## src/rtl/rr_req_gnt_arbiter.sv

```systemverilog
// ---------------------------------------------------------------------------
// rr_req_gnt_arbiter
//
// Round-robin arbiter that shares one resource among N requesters. Each
// requester raises a level req and holds it while it wants the resource. The
// arbiter answers with a registered one-hot gnt that also acts as the
// resource select for the downstream datapath.
//
// Handshake (req/gnt):
//   - A requester raises req[i] and keeps it high until it is done.
//   - gnt[i] rises one cycle after the edge at which req[i] won arbitration.
//   - The grant ends at the first edge where the owner has dropped req, has
//     pulsed rel, or has used up MAX_HOLD granted cycles.
//   - Every grant is followed by exactly one cycle with gnt == 0 before the
//     next owner is selected.
//   - rel from anything other than the current owner is ignored.
//
// Ports:
//   clk        clock, all logic on the rising edge
//   rst_n      asynchronous active-low reset
//   req        [N-1:0] level request per requester
//   rel        [N-1:0] release pulse per requester (owner only)
//   gnt        [N-1:0] registered one-hot (or zero) grant
//   busy       high while any gnt bit is high
//   owner_id   [ID_W-1:0] index of the granted requester, 0 when idle
//   timeout    one-cycle pulse in the first idle cycle after a forced revoke
//   dbg_state  [1:0] current FSM state (0 IDLE, 1 GRANT, 2 RECOVER)
//
// Parameters:
//   N         number of requesters (2..16)
//   MAX_HOLD  granted cycles before a forced revoke; 0 disables the timeout
//   ID_W      width of owner_id
//   CNT_W     width of the hold counter
// ---------------------------------------------------------------------------
module rr_req_gnt_arbiter #(
  parameter int N        = 3,
  parameter int MAX_HOLD = 8,
  parameter int ID_W     = $clog2(N),
  parameter int CNT_W    = $clog2(MAX_HOLD + 1)
) (
  input  logic            clk,
  input  logic            rst_n,
  input  logic [N-1:0]    req,
  input  logic [N-1:0]    rel,
  output logic [N-1:0]    gnt,
  output logic            busy,
  output logic [ID_W-1:0] owner_id,
  output logic            timeout,
  output logic [1:0]      dbg_state
);

  // With MAX_HOLD = 0 the nominal counter width collapses to zero bits; keep
  // at least one bit so the counter is always a legal vector.
  localparam int CW = (CNT_W < 1) ? 1 : CNT_W;

  localparam logic [1:0] S_IDLE    = 2'd0;
  localparam logic [1:0] S_GRANT   = 2'd1;
  localparam logic [1:0] S_RECOVER = 2'd2;

  localparam logic [CW-1:0]   HOLD_MAX   = CW'(MAX_HOLD);
  // The counter reads 1 in the first granted cycle. When the timeout is
  // disabled it is not needed and simply stays at 0.
  localparam logic [CW-1:0]   HOLD_START = (MAX_HOLD != 0) ? CW'(1) : CW'(0);
  // last = N-1 after reset so that requester 0 is searched first.
  localparam logic [ID_W-1:0] LAST_RST   = ID_W'(N - 1);
  localparam logic [N-1:0]    ONE_HOT0   = N'(1);

  logic [1:0]      state;
  logic [ID_W-1:0] owner;
  logic [ID_W-1:0] last;
  logic [CW-1:0]   hold_cnt;

  // -------------------------------------------------------------------------
  // Round-robin winner search.
  // Priority order is last+1, last+2, ..., N-1, 0, 1, ..., last. This is done
  // as two ordered passes: first the indices above last, then the indices up
  // to and including last. The first set req bit met wins.
  // -------------------------------------------------------------------------
  logic            win_found;
  logic [ID_W-1:0] win_id;
  logic [N-1:0]    win_onehot;

  always_comb begin
    win_found = 1'b0;
    win_id    = '0;
    for (int i = 0; i < N; i++) begin
      if (!win_found && req[i] && (i > int'(last))) begin
        win_found = 1'b1;
        win_id    = ID_W'(i);
      end
    end
    for (int j = 0; j < N; j++) begin
      if (!win_found && req[j] && (j <= int'(last))) begin
        win_found = 1'b1;
        win_id    = ID_W'(j);
      end
    end
  end

  assign win_onehot = ONE_HOT0 << win_id;

  // -------------------------------------------------------------------------
  // Grant termination conditions.
  // gnt is one-hot on the owner while in GRANT, so masking req/rel with gnt
  // picks out the owner's bits without a variable index. A simultaneous
  // req-drop and rel is still a single release, and a release always wins
  // over a timeout on the same edge, so timeout is only reported when the
  // hold limit is the sole reason for ending the grant.
  // -------------------------------------------------------------------------
  logic own_req;
  logic own_rel;
  logic release_ev;
  logic hold_hit;

  assign own_req    = |(req & gnt);
  assign own_rel    = |(rel & gnt);
  assign release_ev = !own_req || own_rel;
  assign hold_hit   = (MAX_HOLD != 0) && (hold_cnt == HOLD_MAX);

  // -------------------------------------------------------------------------
  // FSM and registered outputs.
  // IDLE and RECOVER both arbitrate at the next edge; RECOVER exists only to
  // force one dead cycle between consecutive owners, so it is never held for
  // more than one cycle.
  // -------------------------------------------------------------------------
  always_ff @(posedge clk or negedge rst_n) begin
    if (!rst_n) begin
      state    <= S_IDLE;
      owner    <= '0;
      last     <= LAST_RST;
      hold_cnt <= '0;
      gnt      <= '0;
      timeout  <= 1'b0;
    end else begin
      timeout <= 1'b0;
      case (state)
        S_GRANT: begin
          if (release_ev || hold_hit) begin
            state    <= S_RECOVER;
            gnt      <= '0;
            owner    <= '0;
            hold_cnt <= '0;
            timeout  <= hold_hit && !release_ev;
          end else if (hold_cnt < HOLD_MAX) begin
            // Saturating: the revoke above fires before the count could wrap.
            hold_cnt <= hold_cnt + CW'(1);
          end
        end
        default: begin
          // S_IDLE, S_RECOVER and the unused encoding all arbitrate.
          if (win_found) begin
            state    <= S_GRANT;
            gnt      <= win_onehot;
            owner    <= win_id;
            last     <= win_id;
            hold_cnt <= HOLD_START;
          end else begin
            state    <= S_IDLE;
            gnt      <= '0;
            owner    <= '0;
            hold_cnt <= '0;
          end
        end
      endcase
    end
  end

  assign busy      = |gnt;
  assign owner_id  = owner;
  assign dbg_state = state;

endmodule

```

## config.mk

```make
export PLATFORM = sky130hd
export DESIGN_NAME = rr_req_gnt_arbiter
export DESIGN_NICKNAME = d
export VERILOG_FILES = /design/src/rtl/rr_req_gnt_arbiter.sv
export SDC_FILE = /design/constraint.sdc
export NUM_CORES = 1
export LEC_CHECK = 0
export ABC_AREA = 1
export CORE_AREA = 10 10 47 49
export DETAILED_ROUTE_END_ITERATION = 8
export DIE_AREA = 0 0 57 59
export DONT_BUFFER_PORTS = 1
export PLACE_DENSITY = 0.67
export RECOVER_POWER = 25
export SKIP_CTS_REPAIR_TIMING = 1
export SYNTH_ARGS = -nofsm -noshare
export SYNTH_HDL_FRONTEND = slang
export SYNTH_SLANG_ARGS = --single-unit
export TNS_END_PERCENT = 50
```

## constraint.sdc

```tcl
create_clock -name clk -period 1.75 [get_ports clk]
set_input_delay 0.35 -clock clk [delete_from_list [all_inputs] [get_ports clk]]
set_output_delay 0.35 -clock clk [all_outputs]
set_load 0.02 [all_outputs]
```

**Word level (Yosys, flattened, before mapping)**

Cells that the tools add are included.

- Input bits: 8
- Register bits: 14
- Output and inout port bits: 9
- Word-level logic and storage cells: 66

- Multiplexer cells: 25
- Bitwise logic cells: 3
- $lt $le $gt $ge: 5
- Shift operators: 1
- Reduce and logical (&&, ||, !) cells: 21
- Add/sub/neg operators: 1
- Equality and inequality tests: 4

Operators with widths:

| operator | number |
|---|---|
| 2-bit two-way mux | 9 |
| 4-bit two-way mux | 3 |
| 1-bit two-way mux | 10 |
| 1-bit logical AND | 9 |
| 3-bit two-way mux | 3 |
| 3-bit OR reduction | 3 |
| 3-bit bitwise AND | 2 |
| 1-bit logical NOT | 6 |
| 4-bit by 1-bit adder with 4-bit output (second input constant) | 1 |
| 4-bit equality test (second input constant) | 1 |
| 4-bit less-than comparator (second input constant) | 1 |
| 3-bit inequality test (second input constant) | 1 |
| 1-bit by 2-bit << shifter with 3-bit output (first input constant) | 1 |
| 2-bit by 1-bit equality test with 1-bit output (second input constant) | 1 |
| 1-bit by 2-bit greater-than comparator with 1-bit output (first input constant) | 1 |
| 2-bit greater-than comparator (first input constant) | 1 |
| 1-bit by 2-bit less-or-equal comparator with 1-bit output (first input constant) | 1 |
| 2-bit less-or-equal comparator (first input constant) | 1 |
| 1-bit logical OR | 2 |
| 2-bit inequality test (second input constant) | 1 |
| 2-bit AND reduction | 1 |
| 1-bit NOT | 1 |

**Logic depth before layout (Yosys ltp)**

Gate-level depths: netlist (run 1).

- Word-level depth: 21
- Gate-level depth with buffers: 7
- Mapped depth without buffers: 7

**Worst setup path before layout (run 1)**

OpenSTA, ideal clock, no wires.

- Path kind: register to register
- Start point: register hold_cnt[0]
- End point: register hold_cnt[0]
- Data arrival time: 1.020 ns
- Slack: 0.613 ns
- Required time: 1.633 ns
- Clock period less this slack: 1.137 ns
- Setup time: 0.117 ns
- Stages on the path, launching flop included: 8
- Buffers on the path: 0
- Cell sequence: dfrtp_1 inv_1 ha_1 nand3_1 nand3_4 nand2_2 nand2_1 nor2_1

- Longest elaborated chain between the ends: 4
- Elaborated cells between the ends (all ways): 8
- Classes of those cells: 1 x add/sub; 1 x order compare; 2 x eq/ne; 3 x mux; 1 x reduce/logical

RTL lines:

| element | RTL line | RTL |
|---|---|---|
| start, declared | 71 | `logic [CW-1:0] hold_cnt;` |
| start signal, assigned | 146 | `hold_cnt <= hold_cnt + CW'(1);` |
| 4-bit by 1-bit adder with 4-bit output or 4-bit equality test (tied branches) | 146, 118 |  |
| 4-bit two-way mux or 1-bit logical OR (tied branches) | 144, 138 |  |
| 4-bit two-way mux | 138 | `if (release_ev \|\| hold_hit) begin` |
| 4-bit two-way mux | 136 | `case (state)` |

Parallel ways exist; a longest one is shown, timed or not. The select of a mux whose other input is x is not followed.
A chain may end at the register's enable or synchronous reset.

**Final worst setup path (run 1)**

- Start point: register gnt[1]
- End point: output port busy

- Longest elaborated chain between the ends: 1

RTL lines:

| element | RTL line | RTL |
|---|---|---|
| start, declared | 45 | `output logic [N-1:0] gnt,` |
| start signal, assigned | 153 | `gnt <= win_onehot;` |
| 3-bit OR reduction | 168 | `assign busy = \|gnt;` |
| end, declared | 46 | `output logic busy,` |

Every way passes these cells.

==> results.toml, run 1 <==
[synthesis]
syn_area_sq_um = 693
ys_seq_area_share_pct = 50.7
async_flop_share_pct = 100
ys_types = 18
avgSynthCellArea_sq_um = 8.35
synth_top_flop_cell = "dfrtp_1"
ys_warn_count = 0
ys_ff_latch = 14
yosys.area.top_type_share_pct = 46.9
synthCells = 83
syn_nets = 93
synth_area_leaders = "dfrtp_1 (47%), nand2_1 (11%), inv_1 (7.0%), nand3_1 (5.8%), dfstp_2 (3.8%)"
synth_edf_count = 0
synth_area_leader_cell = "dfrtp_1"

[global_routing]
met2_usage_pct = 13.3
met1_usage_pct = 9.49
grt_use_met3_pct = 4.94
grt_max_degree = 15
grt_pass1_vias = 534
grt_antenna_before_repair = 0
busiest_layer = "met2"
gr-usage-all-layers_pct = 8.80
grt_first_pass_wirelength_microns = 2320
globalRouteOverflowTotal = 0

[cts]
numClockSinks = 14
cts.clk_slew.worst_paths_ns = 0.08
cts_buffers = 3
cts_buffer_depth = 2
root_buffer = "clkbuf_4"
cts_tree = "yes"
htree_levels = 1
clkLatencyLatePin_ns = 0.27

[sta]
finalSetupTns_ns = 0
period_share_pct = 84.5
slew_headroom_pct = 59.7
min_period_ns = 1.48
tightest_slew_ns = 0.602
finClkSkew_ns = 0.00232
setup_viol = 0
drv_slew = 0
fmax_mhz = 676
hold_viol = 0
rsz0062_at_grt = "no"
hold_slack_ns = 0.241

[die]
core_area_sq_mm = 0.00140
fp.dieW_microns = 57
dieArea_sq_mm = 0.00336
die_h_microns = 59
initial_core_util_pct = 49.5
rows = 14
io_pins = 17

[final_layout]
fill_cells = 135
nets = 99
syn2layout_area_growth_pct = 9.57
diodes = 0
layout-drive-gt1-share_pct = 13.6
finalNonFillerCells = 104
final_area_sq_um = 759
post-route-util_pct = 54.2

[critical_path]
crit_slowest_cell = "dfrtp_1"
crit_arrival_ns = 1.13
path_buf_inv = 1
critPathKind = "reg2out"
cp-end-kind = "output pin"
cp_cell_sequence = "inv_1 > nand3_1"
worstPathMaxFanout = 4
cp.required_ns = 1.40
max_stage_delay_ns = 0.52
path_delay_family = "flip-flops"
critPathLaunchType = "flop"

[place]
place_inst = 99
dp_hpwl_microns = 1150
postPlaceCellArea_sq_um = 713
port_buffers = 0
place_congestion = 0.803

[route]
remaining_drc_errors = 0
drtPass1Iterations = 4
postRouteWirelength_microns = 1430
final_antenna_net_count = 0
drt_iter0_markers = 23
routedWlPerCell_microns = 13.8
via_per_inst = 5.30
vias = 551

[outcome]
status = "complete, no violations"

[min_path]
hp-class = "in2reg"

[run]
maxCapViolCount = 0

[power_and_ir_drop]
p_per_area_mw_per_mm2 = 1720
ir_drop_mv = 0.804
p_leak_uw = 0.000367
## cell usage in the layout (no fill, tap or decap), drive strengths merged
cell type,instances
a21oi,3
clkbuf,4
dfrtp,13
dfstp,1
dlygate4sd3,1
ha,2
inv,14
nand2,22
nand3,10
nand4,1
nor2,8
nor3,2
o21ai,7
## final cells by class
| cell class | instances | area (sq um) | share of cell area, % |
|---|---|---|---|
| Clock buffer | 4 | 36.3 | 4.78 |
| Inverter | 14 | 52.6 | 6.92 |
| Multi-Input combinational cell | 55 | 289 | 38.1 |
| Sequential cell | 14 | 352 | 46.3 |
| Tap cell | 16 | 20.0 | 2.64 |
| Timing Repair Buffer | 1 | 10.0 | 1.32 |
## power by group
group | internal [uW] | switching, uW | total [uW]
clock | 126 | 101 | 227
combinational | 143 | 295 | 438
sequential | 439 | 204 | 643
## cell usage after synthesis (2+ instances only)
master   count
nand2_1     20
dfrtp_1     13
inv_1       13
nand3_1      8
nor2_1       7
o21ai_0      5
a21oi_1      3
ha_1         2
nand2_2      2
o21ai_1      2
## through the flow
step	setup WS (ns)	total power, uW
2_1_floorplan	0.613	971
3_3_place_gp	0.462	1060
3_5_place_dp	0.449	1080
4_1_cts	0.247	1310
5_1_grt	0.216	1410
6_report	0.271	1310
## sequential cells by signal, indices dropped and copies added (netlist names)
signal,flops
last,2
hold_cnt,4
owner_id,2
dbg_state,2
timeout,1
gnt,3
## per-layer routing
layer | up-vias | share of wire [%]
li1 | 275 | -
met5 | - | 0
met2 | 25 | 46
met1 | 249 | 40
met4 | 0 | 0.63
met3 | 2 | 13
## logic make-up (layout without fill, tap and decap cells)
logic type	Yosys count	in the layout	synth area share (%)
adder cells (fa/ha/maj)	2	2	3.61
buffers and inverters	14	19	7.58
flip-flops	14	14	50.7
AND/OR/NAND/NOR	43	43	30.9
AO/OA/AOI/OAI	10	10	7.22
## path summary, 6_finish.rpt
| check | start | endpoint | slack [ns] | cells past startpoint |
|---|---|---|---|---|
| min in group asynchronous | rst_n | gnt[0] | 0.52 | 1 |
| worst min register to register | last[0] | last[0] | 0.51 | 2 |
| max in group asynchronous | rst_n | last[0] | 0.84 | 1 |
| worst max-delay path | gnt[1] | busy | 0.27 | 2 |
| worst min-delay path | req[0] | gnt[0] | 0.24 | 2 |
| worst max register to register | hold_cnt[0] | hold_cnt[0] | 0.42 | 7 |
Power figures use the tool's default switching activity.
==> run 2: changes to the inputs <==
==> constraint.sdc (replaced) <==
create_clock -name clk -period 1.4 [get_ports clk]
set_input_delay 0.28 -clock clk [delete_from_list [all_inputs] [get_ports clk]]
set_output_delay 0.28 -clock clk [all_outputs]
set_load 0.02 [all_outputs]
==> run 2 against run 1 <==
Core utilization increased by 2.7 points. First-iteration DRC count decreased by 70%. Critical path depth unchanged. Final area increased by 4.9%. Largest cell class unchanged.
==> results.toml, run 2 (synthesis gave the netlist of run 1 again) <==
[outcome]
status = "complete, no violations"

[route]
drtPass1Iterations = 4
via_per_inst = 5.26
final_antenna_net_count = 0
drt_iter0_markers = 7
remaining_drc_errors = 0
postRouteWirelength_microns = 1440
vias = 573
routedWlPerCell_microns = 13.2

[global_routing]
grt_max_degree = 15
grt_antenna_before_repair = 0
grt_pass1_vias = 561
busiest_layer = "met2"
grt_use_met3_pct = 3.43
gr-usage-all-layers_pct = 9.13
met2_usage_pct = 14.9
met1_usage_pct = 10.4
grt_first_pass_wirelength_microns = 2490
globalRouteOverflowTotal = 0

[sta]
finClkSkew_ns = 0.00524
slew_headroom_pct = 59.5
period_share_pct = 92.8
hold_viol = 0
tightest_slew_ns = 0.606
finalSetupTns_ns = 0
fmax_mhz = 770
rsz0062_at_grt = "no"
setup_viol = 0
min_period_ns = 1.30
drv_slew = 0

[place]
port_buffers = 0
postPlaceCellArea_sq_um = 751
dp_hpwl_microns = 1150
place_congestion = 0.752
place_inst = 104

[power_and_ir_drop]
clockPowerShare_pct = 17.2
p_sw_share_pct = 44.4
ir_drop_mv = 0.991
p_leak_uw = 0.000392
combPwrFrac_pct = 41.8
switching_power_uw = 767
p_per_area_mw_per_mm2 = 2170
p_int_uw = 962
seq_power_share_pct = 41.1

[cts]
numClockSinks = 14
clkLatencyLatePin_ns = 0.29
cts_tree = "yes"
htree_levels = 1
cts.clk_slew.worst_paths_ns = 0.09
cts_buffers = 3
root_buffer = "clkbuf_4"
cts_buffer_depth = 2

[critical_path]
cp.required_ns = 1.12
critPathLaunchType = "flop"
critPathKind = "reg2out"
crit_arrival_ns = 1.02
regToRegStartpoint = "hold_cnt[0]"
rrSetupSlack_ns = 0.17
r2r_end = "hold_cnt[0]"
reg2regPathDepth = 7
cp-end-kind = "output pin"
worstPathMaxFanout = 4

[die]
dieArea_sq_mm = 0.00336
fp.dieW_microns = 57
io_pins = 17
die_h_microns = 59
core_area_sq_mm = 0.00140
rows = 14
initial_core_util_pct = 49.5

[final_layout]
top_regs = "hold_cnt: 4 flops, gnt: 3 flops"
final_cell_mix = "nand2_1 (20), inv_1 (13), dfrtp_1 (13)"
layout-drive-gt1-share_pct = 18.3
syn2layout_area_growth_pct = 15.0
finalNonFillerCells = 109
regMostFlops = "hold_cnt"
largest_reg_flops = 4
nets = 104
diodes = 0
final_common_cell = "nand2_1"
final_area_sq_um = 797

[min_path]
min_from = "req[0]"
holdPathStages = 2
hp-class = "in2reg"
holdPathEnd = "gnt[0]"

[run]
maxCapViolCount = 0
[run 2: layout make-up]
cell class | instances | area [sq um]
inverter | 14 | 52.6
multi-input combinational | 55 | 289
tap | 16 | 20.0
fill | 123 | 604
sequential | 14 | 352
clock buffer | 4 | 36.3
timing repair buffer | 6 | 47.5
[run 2: power groups by stage]
stage | clock, uW | combinational (uW) | sequential [uW]
after floorplan | 0 | 445 | 768
after global placement | 0 | 706 | 712
after detailed placement | 0 | 721 | 721
after CTS | 306 | 730 | 712
after global routing | 318 | 827 | 736
final | 297 | 722 | 710
[run 2: per-stage QoR]
step	setup slack, ns	hold WS (ns)	utilization, %	power, uW
after floorplan	0.263	-0.0156	-	1210
after global placement	0.206	-0.0152	53.6	1420
after detailed placement	0.174	-0.0151	53.6	1440
after CTS	0.100	-0.329	56.2	1750
after global routing	0.0116	0.161	56.9	1880
final	0.101	0.154	56.9	1730
[run 2: how the worst max path moves through the flow]
stage | start | cells past startpoint | slack [ns] | end
after floorplan | hold_cnt[0] | 7 | 0.26 | hold_cnt[0]
after global placement | hold_cnt[0] | 5 | 0.21 | gnt[0]
after detailed placement | hold_cnt[0] | 7 | 0.17 | hold_cnt[0]
after CTS | gnt[1] | 2 | 0.10 | busy
after global routing | hold_cnt[0] | 7 | 0.01 | hold_cnt[0]
final | gnt[1] | 2 | 0.10 | busy
[run 2: routing by layer]
metal,wire length (microns),up-vias
met5,0,-
met4,27,0
met3,132,2
met2,670,20
met1,606,267
li1,-,284
[run 2: critical path: stages, from the launching register on]
cell and delay (ns):
dfrtp_1 0.43, inv_1 0.09, nand3_1 0.22
==> run 3: changes to the inputs <==
--- a/config.mk
+++ b/config.mk
@@ -6,11 +6,11 @@
 export NUM_CORES = 1
 export LEC_CHECK = 0
 export ABC_AREA = 1
-export CORE_AREA = 10 10 47 49
+export CORE_AREA = 2 2 39 41
 export DETAILED_ROUTE_END_ITERATION = 8
-export DIE_AREA = 0 0 57 59
+export DIE_AREA = 0 0 41 43
 export DONT_BUFFER_PORTS = 1
-export PLACE_DENSITY = 0.67
+export PLACE_DENSITY = 0.7
 export RECOVER_POWER = 25
 export SKIP_CTS_REPAIR_TIMING = 1
 export SYNTH_ARGS = -nofsm -noshare
==> run 3 against run 2 <==
Hold slack worse by 0.0081 ns. Maximum frequency is 0.49% lower. Largest cell class unchanged. First-iteration DRC count is 43% higher. Critical endpoint unchanged. Highest routed layer unchanged.
==> results.toml, run 3 (synthesis gave the netlist of run 1 again) <==
[sta]
period_share_pct = 93.2
slew_headroom_pct = 58.9
min_period_ns = 1.31
fin_ws_ns = 0.0946
finClkSkew_ns = 0.00676
setup_viol = 0
drv_slew = 0
rsz0062_at_grt = "no"
tightest_slew_ns = 0.615
fmax_mhz = 766
finalSetupTns_ns = 0
hold_viol = 0

[final_layout]
final_area_sq_um = 797
regMostFlops = "hold_cnt"
final_cell_mix = "nand2_1 (20), inv_1 (13), dfrtp_1 (13)"
syn2layout_area_growth_pct = 15.0
final_common_cell = "nand2_1"
top_regs = "hold_cnt: 4 flops, gnt: 3 flops"
largest_reg_flops = 4
layout-drive-gt1-share_pct = 18.3
finalNonFillerCells = 109
nets = 104
post-route-util_pct = 57.6
diodes = 0

[die]
fp.dieW_microns = 41
die_h_microns = 43
dieArea_sq_mm = 0.00176
io_pins = 17
initial_core_util_pct = 50.1
rows = 14
core_area_sq_mm = 0.00138

[route]
via_per_inst = 5.17
final_antenna_net_count = 0
postRouteWirelength_microns = 1410
drt_iter0_markers = 10
remaining_drc_errors = 0
vias = 563
routedWlPerCell_microns = 12.9
drtPass1Iterations = 4

[global_routing]
grt_antenna_before_repair = 0
grt_first_pass_wirelength_microns = 2260
globalRouteOverflowTotal = 0
gr-usage-all-layers_pct = 19.7
grt_pass1_vias = 570
grt_max_degree = 15

[power_and_ir_drop]
p_per_area_mw_per_mm2 = 2160
ir_drop_mv = 0.957
p_leak_uw = 0.000392

[cts]
cts_tree = "yes"
cts_buffers = 3
cts_buffer_depth = 2
numClockSinks = 14
htree_levels = 1
root_buffer = "clkbuf_4"
cts.clk_slew.worst_paths_ns = 0.09
clkLatencyLatePin_ns = 0.28

[place]
dp_slack_ns = 0.150
port_buffers = 0
place_inst = 103
dp_hpwl_microns = 1020
place_congestion = 0.755
postPlaceCellArea_sq_um = 743

[critical_path]
critPathKind = "reg2out"
cp-end-kind = "output pin"
max_stage_delay_ns = 0.44
crit_arrival_ns = 1.03
critPathLaunchType = "flop"
worstPathMaxFanout = 4
cp_cell_sequence = "inv_1 > nand3_1"
cp.required_ns = 1.12
crit_slowest_cell = "dfrtp_1"

[run]
maxCapViolCount = 0

[outcome]
status = "complete, no violations"

[min_path]
hp-class = "in2reg"
run 3: final timing paths:
| check | start | endpoint | slack (ns) | depth (start not counted) |
|---|---|---|---|---|
| max in group asynchronous | rst_n | hold_cnt[1] | 0.56 | 1 |
| min in group asynchronous | rst_n | owner_id[1] | 0.44 | 1 |
| max | gnt[1] | busy | 0.09 | 2 |
| max reg2reg | dbg_state[0] | gnt[1] | 0.13 | 5 |
| min reg2reg | last[0] | last[0] | 0.53 | 2 |
| min | req[0] | gnt[0] | 0.15 | 2 |
run 3: where the power goes:
part | internal [uW] | switching, uW
registers | 550 | 176
clock network | 158 | 135
logic | 255 | 452
total | 963 | 763
run 3: area by class of cell:
type	instances	area [sq um]
repair buffers	6	47.5
inverters	14	52.6
clock buffers	4	36.3
flip-flops and latches	14	352
fillers	125	587
multi-input cells	55	289
well taps	16	20.0
run 3: layer usage:
layer / GRT usage [%] / vias to the layer above / share of wire, %
li1: - / 285 / -
met1: 24.9 / 256 / 43
met2: 29.1 / 18 / 47
met3: 3.14 / 4 / 6.7
met4: 14.0 / 0 / 2.5
met5: 0 / - / 0
run 3: worst max-delay path, delay by kind of cell, from the launching register on:
family        cells  cell delay [ns]
buf+inv           1             0.09
simple gates      1             0.21
flops             1             0.44
run 3: through the flow:
stage	total power [uW]	hold WS [ns]
finish	1730	0.146
global route	1870	0.152
CTS	1710	-0.328
detailed placement	1410	-0.0153
global placement	1390	-0.0153
floorplan	1210	-0.0156
